`config.mk`:
```
export PLATFORM = sky130hd
export DESIGN_NAME = comparador_serial_izq_der
export DESIGN_NICKNAME = d
export VERILOG_FILES = /design/src/rtl/comparador_serial_izq_der.sv
export SDC_FILE = /design/constraint.sdc
export NUM_CORES = 1
export LEC_CHECK = 0
export ABC_CLOCK_PERIOD_IN_PS = 2700
export BUFFER_PORTS_ARGS = -buffer_cell sky130_fd_sc_hd__clkbuf_2
export CAP_MARGIN = 20
export CORE_UTILIZATION = 53
export DETAILED_ROUTE_END_ITERATION = 8
export HOLD_SLACK_MARGIN = 0.15
export PLACE_DENSITY = 0.77
export RECOVER_POWER = 50
export SLEW_MARGIN = 20
export SYNTH_ARGS = -nofsm -noshare
export SYNTH_HDL_FRONTEND = slang
export SYNTH_SLANG_ARGS = --single-unit
export TNS_END_PERCENT = 50
```
`constraint.sdc`:
```
create_clock -name clk -period 2.7 [get_ports clk]
set_input_delay 0.27 -clock clk [delete_from_list [all_inputs] [get_ports clk]]
set_output_delay 0.27 -clock clk [all_outputs]
set_load 0.02 [all_outputs]
```
`src/rtl/comparador_serial_izq_der.sv`:
```
// Serial MSB-first unsigned comparator: one bit per clock, relation absorbing.
// Optional EARLY_EXIT_EN: finish on the edge where the words first differ.
module comparador_serial_izq_der #(
  parameter int N = 8
) (
  input  logic         clk,
  input  logic         rst_n,
  input  logic         start,
  input  logic [N-1:0] a,
  input  logic [N-1:0] b,
  output logic         busy,
  output logic         done,
  output logic         gt,
  output logic         lt,
  output logic         eq
);

  localparam int IW = $clog2(N);

  typedef enum logic [1:0] {
    IDLE,
    SHIFT,
    DONE
  } state_e;

  typedef enum logic [1:0] {
    REL_EQ,
    REL_GT,
    REL_LT
  } rel_e;

  state_e        state_q, state_d;
  rel_e          rel_q, rel_d, rel_n;
  logic [N-1:0]  a_q, a_d;
  logic [N-1:0]  b_q, b_d;
  logic [IW-1:0] idx_q, idx_d;
  logic [2:0]    res_q, res_d;
  logic          fin;

  always_comb begin
    state_d = state_q;
    rel_d   = rel_q;
    a_d     = a_q;
    b_d     = b_q;
    idx_d   = idx_q;
    res_d   = res_q;
    fin     = 1'b0;
    rel_n   = rel_q;
    if (rel_q == REL_EQ) begin
      if (a_q[idx_q] && !b_q[idx_q]) rel_n = REL_GT;
      else if (!a_q[idx_q] && b_q[idx_q]) rel_n = REL_LT;
    end
    unique case (state_q)
      IDLE, DONE: begin
        if (start) begin
          a_d     = a;
          b_d     = b;
          rel_d   = REL_EQ;
          idx_d   = IW'(N - 1);
          state_d = SHIFT;
        end else begin
          state_d = IDLE;
        end
      end
      SHIFT: begin
        rel_d = rel_n;
        fin   = (idx_q == '0);
`ifdef EARLY_EXIT_EN
        if (rel_n != REL_EQ) fin = 1'b1;
`endif
        if (fin) begin
          state_d = DONE;
          res_d   = {rel_n == REL_GT,
                     rel_n == REL_LT,
                     rel_n == REL_EQ};
        end else begin
          idx_d = idx_q - 1'b1;
        end
      end
      default: state_d = IDLE;
    endcase
  end

  always_ff @(posedge clk or negedge rst_n) begin
    if (!rst_n) begin
      state_q <= IDLE;
      rel_q   <= REL_EQ;
      a_q     <= '0;
      b_q     <= '0;
      idx_q   <= '0;
      res_q   <= '0;
    end else begin
      state_q <= state_d;
      rel_q   <= rel_d;
      a_q     <= a_d;
      b_q     <= b_d;
      idx_q   <= idx_d;
      res_q   <= res_d;
    end
  end

  assign busy = (state_q == SHIFT);
  assign done = (state_q == DONE);
  assign gt   = res_q[2];
  assign lt   = res_q[1];
  assign eq   = res_q[0];

endmodule

```
# After elaboration in Yosys (flattened, before gate mapping)
# Index checks and enable logic that the tools add are counted.
# totals
word_cells,44
input_bits,19
out_inout_bits,5
reg_bits,26
# op_classes
magnitude_cmp,1
eq_ne,7
add_sub_neg,1
mux,15
reduce_logical,14
# ops
op,n
2-bit 2-to-1 mux,5
2-bit case mux with 2 select lines,2
1-bit binary-select mux with 3-bit select,2
2-bit logical NOT,3
3-bit 2-to-1 mux,2
3-bit case mux with 2 select lines,1
2-bit AND reduction,3
2-bit by 1-bit equality test with 1-bit output (second input constant),2
2-bit equality test (second input constant),2
3-bit by 4-bit < comparator with 1-bit output (second input constant),1
2-bit != test (second input constant),2
3-bit logical NOT,1
1-bit 2-to-1 mux,3
3-bit AND reduction,1
3-bit by 1-bit subtractor with 3-bit output (second input constant),1
1-bit logical AND,2
1-bit logical NOT,2
2-bit by 1-bit != test with 1-bit output (second input constant),1
2-bit nonzero test,1
2-bit OR reduction,1

# Logic depth before layout (Yosys ltp)
# depth
ltp_word,8
ltp_mapped,7
depth_no_buf,6

# Worst setup path after synthesis
# No wires, ideal clock.
# synth_path
path_kind,reg2reg
start,reg idx_q[0]
end,reg rel_q[0]
path_slack_ns,0.787
synth_period_minus_slack_ns,1.913
n_path_buf,1
arrival_ns,1.834
setup_time_ns,0.079
path_stages_with_launch,6
required_time_ns,2.621
cell_sequence,dfrtp_1 -> buf_6 -> mux4_2 -> mux2_4 -> or4b_1 -> a21oi_1
# synth_via
elab_chain_len,8
elab_cells_between_ends,12
classes_between,mux: 8; reduce/logical: 4
# synth_lines
item,line_no,source
from (decl),36,"logic [IW-1:0] idx_q, idx_d;"
from (signal assigned),97,idx_q <= idx_d;
1-bit binary-select mux with 3-bit select,"50, 51",
1-bit 2-to-1 mux (implied by the code),"50, 51",
1-bit logical NOT,51,else if (!a_q[idx_q] && b_q[idx_q]) rel_n = REL_LT;
1-bit logical AND,51,
2-bit 2-to-1 mux,51,
2-bit 2-to-1 mux *,50,if (a_q[idx_q] && !b_q[idx_q]) rel_n = REL_GT;
2-bit 2-to-1 mux *,49,if (rel_q == REL_EQ) begin
2-bit case mux with 2 select lines *,53,unique case (state_q)
to (signal assigned),94,rel_q <= rel_d;
to (decl),33,"rel_e rel_q, rel_d, rel_n;"
# Every way passes the cells marked *; elsewhere a longest branch is shown, timed or not. The select of a mux whose other input is x is not followed.
# A chain may end at the register's enable or synchronous reset.

# Worst setup path after layout
# Ends and elaborated chain as after synthesis.

==> metrics <==
run status completed; Setup CP Type reg2reg; gpl congestion 0.702; core area 2040 µm²; Clock Skew 0.00279 ns; TritonCTS clock tree done; synthesized flop and latch total 26; Die Wd ~49 µm; Hold Path Depth 2; Synth Net Count 104; IO Pins 24; root buf cell clkbuf_4; area of the die 2450 µm²; mean post-synth cell area 14.4 µm²; CP required 2.95 ns; DP HPWL 1340 µm; Lkg Pwr between 0.6 and 0.7 nW; largest family of logic cells by synthesized area multiplexers; vias per cell about 5.5; share of cells above drive strength 1 between 20% and 30%; nets@finish around 130; Synth Area in Compound Gates ~5.7%; Yosys top cell area share 54.5%; Iter 0 DRT Violations 10; cell count after synthesis 83; Resized cells post-CTS 0; f_max approximately 480 MHz; unrepaired setup endpoints after global routing no; global-route wire length before repair 3240 µm; setup TNS 0 ns; crit path max fanout 5; Post-synth ARST share 100%; top_reg_cell synth dfrtp_1; total inserted antenna cells 0; fin crit share 77.5%; Psw approximately 0.55 mW; Seq pwr share 44.1%; GR met3 Demand/Resource 4.01%; Post-Syn Area 1190 µm²; synth warn 0; Area contributors post-synth dfrtp_1, mux2_1, mux4_1; min Tclk post-route 2.09 ns; total grt overflow 0; num rows 16; HP Class in2reg; sequential element share of the synthesized area 54.5%; final setup fails 0; dpl cells roughly 130; clk sinks 26; relative slew slack 10.7%; measured slew at the worst slew-check pin between 1 and 1.5 ns; EDFF count, synth 0; GRT Overall Usage 17.9%; Worst Reg-to-Reg Cells 4; # port buffers 23; antenna viol nets, final 0; maxcap violations 0; Power Density 1150 nW/µm²; top cells by count, synth dfrtp_1, mux2_1, nand2_1; vias in the first global route 734; combinational share of power 43.8%; Worst R2R Start idx_q[0]; met1 Track Usage GR 22.7%; Layout area overhead 15.9%; Final Non-Filler Cells 137; FF-to-FF End rel_q[0]; switching share of power 34.2%; Yosys top cell by area dfrtp_1; Startpoint Class register; wire per inst 13.4 µm; Synth Area in Adders 2.10%; most frequent cell after synthesis dfrtp_1; internal power 1.05 mW; met2 GRT Util 29.0%; global routing's busiest layer met2; CTS Buffer Depth 2; worst reg-to-reg setup slack 0.61 ns; Critical Path End Type register; Max VDD drop 0.000704 V; hold_sp b[0]; initial antenna violation count 0; largest net degree at the start of global routing 27; hold endpoint b_q[0]; Initial DRT Pass Iterations 4; Clk pwr share between 10% and 20%; DRT Wirelength 1840 µm; CP arrival 2.35 ns; CTS buffer count 3; Synth Area in Simple Gates 6.39%; Yosys cell types 28; xor and xnor area share after synthesis less than 1%; final hold viol count 0; starting density of the core 58.5%; htree depth 1; worst-skew pair later-pin latency around 0.32 ns; max-slew violations 0; Clk pin slew, worst setup/hold paths 0.13 ns; via count 750; DRC viols 0; chip height 49.5 µm; post-synthesis mux area share 26.6%
worst max-delay path: stages (launching register included):
cell and delay, ns:
dfrtp_1 0.51, mux4_2 0.54, mux2_4 0.31, or4b_1 0.50
a21oi_1 0.17
per-stage QoR:
| step | total power, mW | worst slack (ns) | hold WS, ns | instance area, µm² | utilization (%) |
|---|---|---|---|---|---|
| global placement | 1.39 | 0.715 | 0.310 | 1330 | 65.2 |
| detailed placement | 1.42 | 0.614 | 0.325 | 1330 | 65.2 |
| floorplan | 1.27 | 0.787 | -0.0256 | 1190 | - |
| finish | 1.60 | 0.606 | 0.153 | 1380 | 67.8 |
| global route | 1.72 | 0.501 | 0.151 | 1380 | 67.8 |
| CTS | 1.61 | 0.585 | 0.152 | 1380 | 67.5 |
how the worst max path moves through the flow:
stage	start	endpoint	slack (ns)	cells past startpoint
2_1_floorplan	idx_q[0]	rel_q[0]	0.79	5
6_report	idx_q[0]	rel_q[0]	0.61	4
4_1_cts	idx_q[0]	rel_q[0]	0.58	4
3_5_place_dp	idx_q[0]	rel_q[0]	0.61	4
3_3_place_gp	idx_q[0]	rel_q[0]	0.72	4
5_1_grt	idx_q[0]	rel_q[0]	0.50	4
logic make-up (layout without fill, tap and decap cells):
group / Yosys count / in the layout
flip-flops: 26 / 26
XOR/XNOR: 1 / 1
buffers and inverters: 7 / 34
AO/OA/AOI/OAI: 10 / 10
AND/OR/NAND/NOR: 14 / 14
multiplexers: 23 / 23
adder cells (fa/ha/maj): 2 / 2
timing repair:
action / in CTS / in global routing
hold buffers: 1 / 1
buffers inserted: 0 / 0
endpoints found under the hold margin: 26 / 1
endpoints found under the setup margin: 0 / 0
registers in the layout, indices dropped and copies added, names as in the netlist:
signal   cells
idx_q        3
a_q          8
res_q        3
b_q          8
state_q      2
rel_q        2
placed cells by master, fill, tap and decap left out, types with 2 or more instances in the layout:
master	Yosys	final
a21oi_1	2	2
clkbuf_1	0	3
clkbuf_2	0	20
clkbuf_4	0	3
dfrtp_1	26	26
dlygate4sd3_1	0	2
ha_1	2	2
inv_1	3	3
mux2_1	16	16
mux4_1	2	2
mux4_2	2	2
nand2_1	4	4
nand2b_1	2	2
nor2_1	2	2
nor2b_1	3	3
o21ai_1	2	2
power by group through the flow:
stage	clock network [mW]	registers [mW]	logic, mW
floorplan	0	0.676	0.597
detailed placement	0	0.716	0.707
finish	0.194	0.703	0.700
global route	0.209	0.731	0.777
CTS	0.196	0.706	0.711
global placement	0	0.701	0.688
area by class of cell:
type | instances | area [µm²]
inverter | 4 | 28.8
fill | 169 | 658
timing repair buffer | 26 | 139
clock buffer | 4 | 36.3
multi-input combinational | 50 | 495
tap | 27 | 33.8
sequential | 26 | 651
metal layers:
metal	up-vias	share of wire, %
met3	5	4.4
met5	-	0
li1	353	-
met4	0	2.1
met2	26	48
met1	366	45
Note: power is estimated with default switching activity, not from simulation.
